===== config.mk =====
export PLATFORM = sky130hd
export DESIGN_NAME = copro_mailbox
export DESIGN_NICKNAME = d
export VERILOG_FILES = /design/src/rtl/copro_mailbox.sv
export SDC_FILE = /design/constraint.sdc
export NUM_CORES = 1
export LEC_CHECK = 0
export ABC_AREA = 1
export ABC_CLOCK_PERIOD_IN_PS = 5100
export CAP_MARGIN = 20
export CORE_MARGIN = 3
export CORE_UTILIZATION = 55
export CTS_CLUSTER_DIAMETER = 60
export DETAILED_ROUTE_END_ITERATION = 8
export DONT_BUFFER_PORTS = 1
export PLACE_DENSITY_LB_ADDON = 0.2
export SLEW_MARGIN = 20
export SYNTH_ARGS = -nofsm -noshare
export SYNTH_HDL_FRONTEND = slang
export SYNTH_SLANG_ARGS = --single-unit

===== constraint.sdc =====
create_clock -name clock -period 5.1 [get_ports clock]
set_input_delay 1.02 -clock clock [delete_from_list [all_inputs] [get_ports clock]]
set_output_delay 1.02 -clock clock [all_outputs]
set_load 0.05 [all_outputs]

===== src/rtl/copro_mailbox.sv =====
// copro_mailbox: C64 -> 6809 byte mailbox.
//
// First-word-fall-through FIFO of 2^DEPTH_LOG2 bytes with a status byte,
// sticky overflow/underflow flags and an optional registered, active-low
// interrupt to the 6809. Build option: define COPRO_MAILBOX_IRQ_EN to
// implement the irq_en register and _irq_09; otherwise _irq_09 is tied high
// and status bit0 reads 0.
//
// Ports:
//   clock, _reset        rising-edge clock, synchronous active-low reset
//   host_wr, host_din    C64 push strobe and data byte
//   host_ctl_wr,host_ctl control write: bit0 irq_en, bit1 flush,
//                        bit5 clear ovf, bit4 clear udf
//   host_status          {full, empty, ovf, udf, 3'b0, irq_en}
//   cpu_rd               6809 pop strobe
//   cpu_dout             head entry, 8'h00 when empty
//   cpu_status           same as host_status
//   count                occupancy 0..2^DEPTH_LOG2
//   _irq_09              registered active-low interrupt request
module copro_mailbox #(
  parameter int unsigned DEPTH_LOG2 = 4
) (
  input  logic                  clock,
  input  logic                  _reset,
  input  logic                  host_wr,
  input  logic [7:0]            host_din,
  input  logic                  host_ctl_wr,
  input  logic [7:0]            host_ctl,
  output logic [7:0]            host_status,
  input  logic                  cpu_rd,
  output logic [7:0]            cpu_dout,
  output logic [7:0]            cpu_status,
  output logic [DEPTH_LOG2:0]   count,
  output logic                  _irq_09
);

  localparam int unsigned CW = DEPTH_LOG2 + 1;
  localparam logic [CW-1:0] DEPTH = CW'(1 << DEPTH_LOG2);
  localparam logic [CW-1:0] ONE   = CW'(1);

  logic [7:0]            mem_q [2**DEPTH_LOG2];
  logic [DEPTH_LOG2-1:0] wr_ptr_q, wr_ptr_d;
  logic [DEPTH_LOG2-1:0] rd_ptr_q, rd_ptr_d;
  logic [CW-1:0]         count_q,  count_d;
  logic                  ovf_q,    ovf_d;
  logic                  udf_q,    udf_d;
  logic                  irq_en_q, irq_en_d;
  logic                  irq_n_q,  irq_n_d;

  logic full, empty, do_flush, push_ok, pop_ok, ovf_set, udf_set;

  assign full     = (count_q == DEPTH);
  assign empty    = (count_q == '0);
  assign do_flush = host_ctl_wr & host_ctl[1];

  // A push into a full FIFO still completes when a pop frees the head in
  // the same cycle; full implies non-empty, so that pop is always valid.
  always_comb begin
    push_ok = host_wr & (~full | cpu_rd) & ~do_flush;
    pop_ok  = cpu_rd & ~empty & ~do_flush;
    ovf_set = host_wr & full & ~cpu_rd & ~do_flush;
    udf_set = cpu_rd & empty & ~do_flush;
  end

  always_comb begin
    wr_ptr_d = wr_ptr_q;
    rd_ptr_d = rd_ptr_q;
    count_d  = count_q;
    if (do_flush) begin
      wr_ptr_d = '0;
      rd_ptr_d = '0;
      count_d  = '0;
    end else begin
      if (push_ok) wr_ptr_d = wr_ptr_q + 1'b1;
      if (pop_ok)  rd_ptr_d = rd_ptr_q + 1'b1;
      unique case ({push_ok, pop_ok})
        2'b10:   count_d = count_q + ONE;
        2'b01:   count_d = count_q - ONE;
        default: count_d = count_q;
      endcase
    end
  end

  // Clears from the control byte win over a set in the same cycle.
  always_comb begin
    ovf_d = (ovf_q | ovf_set) & ~(host_ctl_wr & host_ctl[5]);
    udf_d = (udf_q | udf_set) & ~(host_ctl_wr & host_ctl[4]);
  end

`ifdef COPRO_MAILBOX_IRQ_EN
  always_comb begin
    irq_en_d = host_ctl_wr ? host_ctl[0] : irq_en_q;
    // Registered from next-state so _irq_09 moves on the same edge as count.
    irq_n_d  = ~(irq_en_d & (count_d != '0));
  end

  logic unused_ctl;
  assign unused_ctl = ^{host_ctl[7:6], host_ctl[3:2]};
`else
  always_comb begin
    irq_en_d = 1'b0;
    irq_n_d  = 1'b1;
  end

  logic unused_ctl;
  assign unused_ctl = ^{host_ctl[7:6], host_ctl[3:2], host_ctl[0], irq_en_d, irq_n_d};
`endif

  always_ff @(posedge clock) begin
    if (!_reset) begin
      wr_ptr_q <= '0;
      rd_ptr_q <= '0;
      count_q  <= '0;
      ovf_q    <= 1'b0;
      udf_q    <= 1'b0;
    end else begin
      wr_ptr_q <= wr_ptr_d;
      rd_ptr_q <= rd_ptr_d;
      count_q  <= count_d;
      ovf_q    <= ovf_d;
      udf_q    <= udf_d;
    end
  end

`ifdef COPRO_MAILBOX_IRQ_EN
  always_ff @(posedge clock) begin
    if (!_reset) begin
      irq_en_q <= 1'b0;
      irq_n_q  <= 1'b1;
    end else begin
      irq_en_q <= irq_en_d;
      irq_n_q  <= irq_n_d;
    end
  end
`else
  assign irq_en_q = 1'b0;
  assign irq_n_q  = 1'b1;
`endif

  // Storage is deliberately not reset.
  always_ff @(posedge clock) begin
    if (_reset && push_ok) mem_q[wr_ptr_q] <= host_din;
  end

  always_comb begin
    host_status = {full, empty, ovf_q, udf_q, 3'b000, irq_en_q};
    cpu_status  = host_status;
    cpu_dout    = empty ? 8'h00 : mem_q[rd_ptr_q];
    count       = count_q;
    _irq_09     = irq_n_q;
  end

endmodule

==> qor.txt <==
cell taking the most area after synthesis - edfxtp_1
initial core utilization - 0.577
EDFF count, synth - 128
first-pass GRT wire length - 21,100 µm
Worst Path Class, Setup - reg2out
starting DRC count in detailed routing - 451
final hold violations - 0
Die Wd - 114 µm
initial antenna violation count - 0
Placed Instances - 716
Synth Instances - 599
top post-synthesis cells by area - edfxtp_1 60%, nand2_1 11%, nand3_1 8.5%
Final GP Congestion - 0.771
syn_area_per_cell - 10.7 µm²
M1 GR Usage - 0.288
Buf/Inv on CP - 3
CTS Buffer Depth - 2
Lkg Pwr - 2.63 nW
Site Rows - 38
overall power consumption - 3.37 mW
hpwl dp - 8100 µm
status - complete, no violations
Worst setup SP type - flip-flop
vias in the first global route - 4,091
grt total ovfl - 0
area grow syn2layout - 9.27%
Setup Viol. Count Final - 0
peak supply drop - 0.339 mV
GRT met2 Usage - 0.345
sequential cell area fraction in the yosys report - 0.661
layout cell share with drive strength beyond 1 - 0.0806
total track usage - 0.219
DRC viols - 0
DIE HEIGHT - 114 µm
nets - 625
Root Buffer - clkbuf_16
Hold Slack - 0.501 ns
Yosys warnings - 0
Synth top cells by count - 194 x nand2_1, 128 x edfxtp_1, 108 x nand3_1
most frequent cell after synthesis - nand2_1
PD cells - 484 nW/µm²
most used routing layer - met2
unrepaired setup endpoints after global routing - no
Setup crit end kind - output port
share of the synthesized area in the top cell type - 0.602
H-tree Lvls - 4
Die Area - 12,900 µm²
Async S/R FF share, synth - 0
Post-synth top flop - edfxtp_1
Core Region - 11,100 µm²
Fmax - 0.285 GHz
Critical Path, Cell by Cell - buf_4 -> inv_2 -> nand3_1 -> nand3_1 -> nand2_1 -> nand2_1 -> a21oi_1 -> buf_4
CP Data Arrival Time - 2.49 ns
Top delay family on crit path - buffers and inverters
Worst-Skew Late Latency - 0.42 ns
min-delay worst type - reg2reg
Slew @ Worst Pin - 1.10 ns
# IOs - 51
CTS buffer count - 17
Setup Skew - 0.00593 ns
Global Route met3 Usage - 0.0546
DRT Wirelength - 13,700 µm
Max-Slew Margin vs Limit - 0.264
CTS-repair resized insts - 0
post-CTS setup buffer count - 0
flip-flop and latch area - 4230 µm²
Netlist cell types - 26
fin cells - 748
Max Cap Viol - 0
#FFs+latches synth - 147
footprint of the multi-input gates - 1770 µm²
via count - 4,262
period utilization - 0.689
Avg WL per Cell - 18.2 µm
critical path required time - 4.08 ns
largest net degree at the start of global routing - 65
Crit-path slowest cell - buf_4
pins over their slew limit - 0
layout filler cell count - 851
max incr delay on CP - 0.38 ns
post-route setup TNS - 0 ns
port bufs - 0
hold-fix buffers at CTS - 0
CTS tree - built
first-pass detailed-route iteration total - 5
fin crit period - 3.51 ns
Final ANT Viol Nets - 0
vias per cell - 5.70
clock-pin slew on the worst setup and hold paths - 0.06 ns
clk sinks - 147
synthesized area - 6390 µm²
antenna cells - 0
critical path peak fanout - 33
## sequential cells by signal, summed over array words and instances, names as in the netlist, named ones only
signal	cells
ovf_q	1
rd_ptr_q	4
count	5
wr_ptr_q	4
mem_q	128
udf_q	1
## worst reg2reg max path, cell delays in order, from the launching register on
cell and delay (ns):
dfxtp_1 0.73, nor2_1 0.19, nand3_1 0.14, nand2_1 0.14, inv_2 0.15, ha_1 0.32
nand2_1 0.09, inv_1 0.10, nor2_1 0.06, ha_1 0.17, inv_1 0.05, nand2_1 0.07
nand3_1 0.12, nand2_1 0.06, nand2_1 0.06, nand3_1 0.06, nand2_1 0.06, inv_1 0.03
## area by class of cell
class,instances,share of cell area
repair buffers,11,0.0118
multi-input cells,389,0.253
well taps,140,0.0251
clock inverters,11,0.0228
flip-flops and latches,147,0.605
clock buffers,21,0.0660
inverters,29,0.0158
## where the power goes
part	internal (mW)	switching, mW
logic	0.172	0.500
clock network	0.839	0.460
registers	1.33	0.0698
total	2.34	1.03
## routing by layer
| metal | share of wire | wire, µm |
|---|---|---|
| met3 | 0.068 | 935 |
| met1 | 0.43 | 5810 |
| met2 | 0.48 | 6500 |
| met5 | 0 | 0 |
| met4 | 0.030 | 410 |
## cells by family (layout without fill, tap and decap cells)
family / count (synthesis) / in the layout / share of synthesized area
buffers and inverters: 70 / 72 / 0.0666
DFF: 147 / 147 / 0.661
xor gates and xnor gates: 6 / 6 / 0.00823
other: 2 / 9 / 0.00118
adders and majority gates: 9 / 9 / 0.0176
AOI/OAI and AO/OA: 29 / 29 / 0.0239
and+or+nand+nor: 336 / 336 / 0.221
## stage by stage
stage,instance area (µm²),worst slack (ns),util
final,6980,1.59,0.630
after global routing,6980,1.39,0.630
after CTS,6980,1.50,0.630
after detailed placement,6360,1.95,0.574
after global placement,6360,1.71,0.574
after floorplan,6410,2.12,-
## final timing paths
path,depth (start not counted),from,slack [ns],to
hold / removal,2,rd_ptr_q[2],0.50,flip-flop
setup / recovery,8,flip-flop,1.59,cpu_dout[2]
setup reg to reg,17,count[0],2.40,count[4]
hold reg to reg,2,rd_ptr_q[2],0.50,flip-flop
## cells in the final DEF, fill, tap and decap left out, drive strengths merged
master,count
edfxtp,128
dfxtp,19
a21oi,21
inv,27
xnor2,2
o21bai,1
nor2,31
bufinv,4
conb,9
ha,9
a31oi,1
xor2,4
clkbuf,21
nand3b,1
nand2,195
buf,11
clkinv,9
o21ai,6
nand4,1
nand3,108
Note: power is estimated with default switching activity, not from simulation.
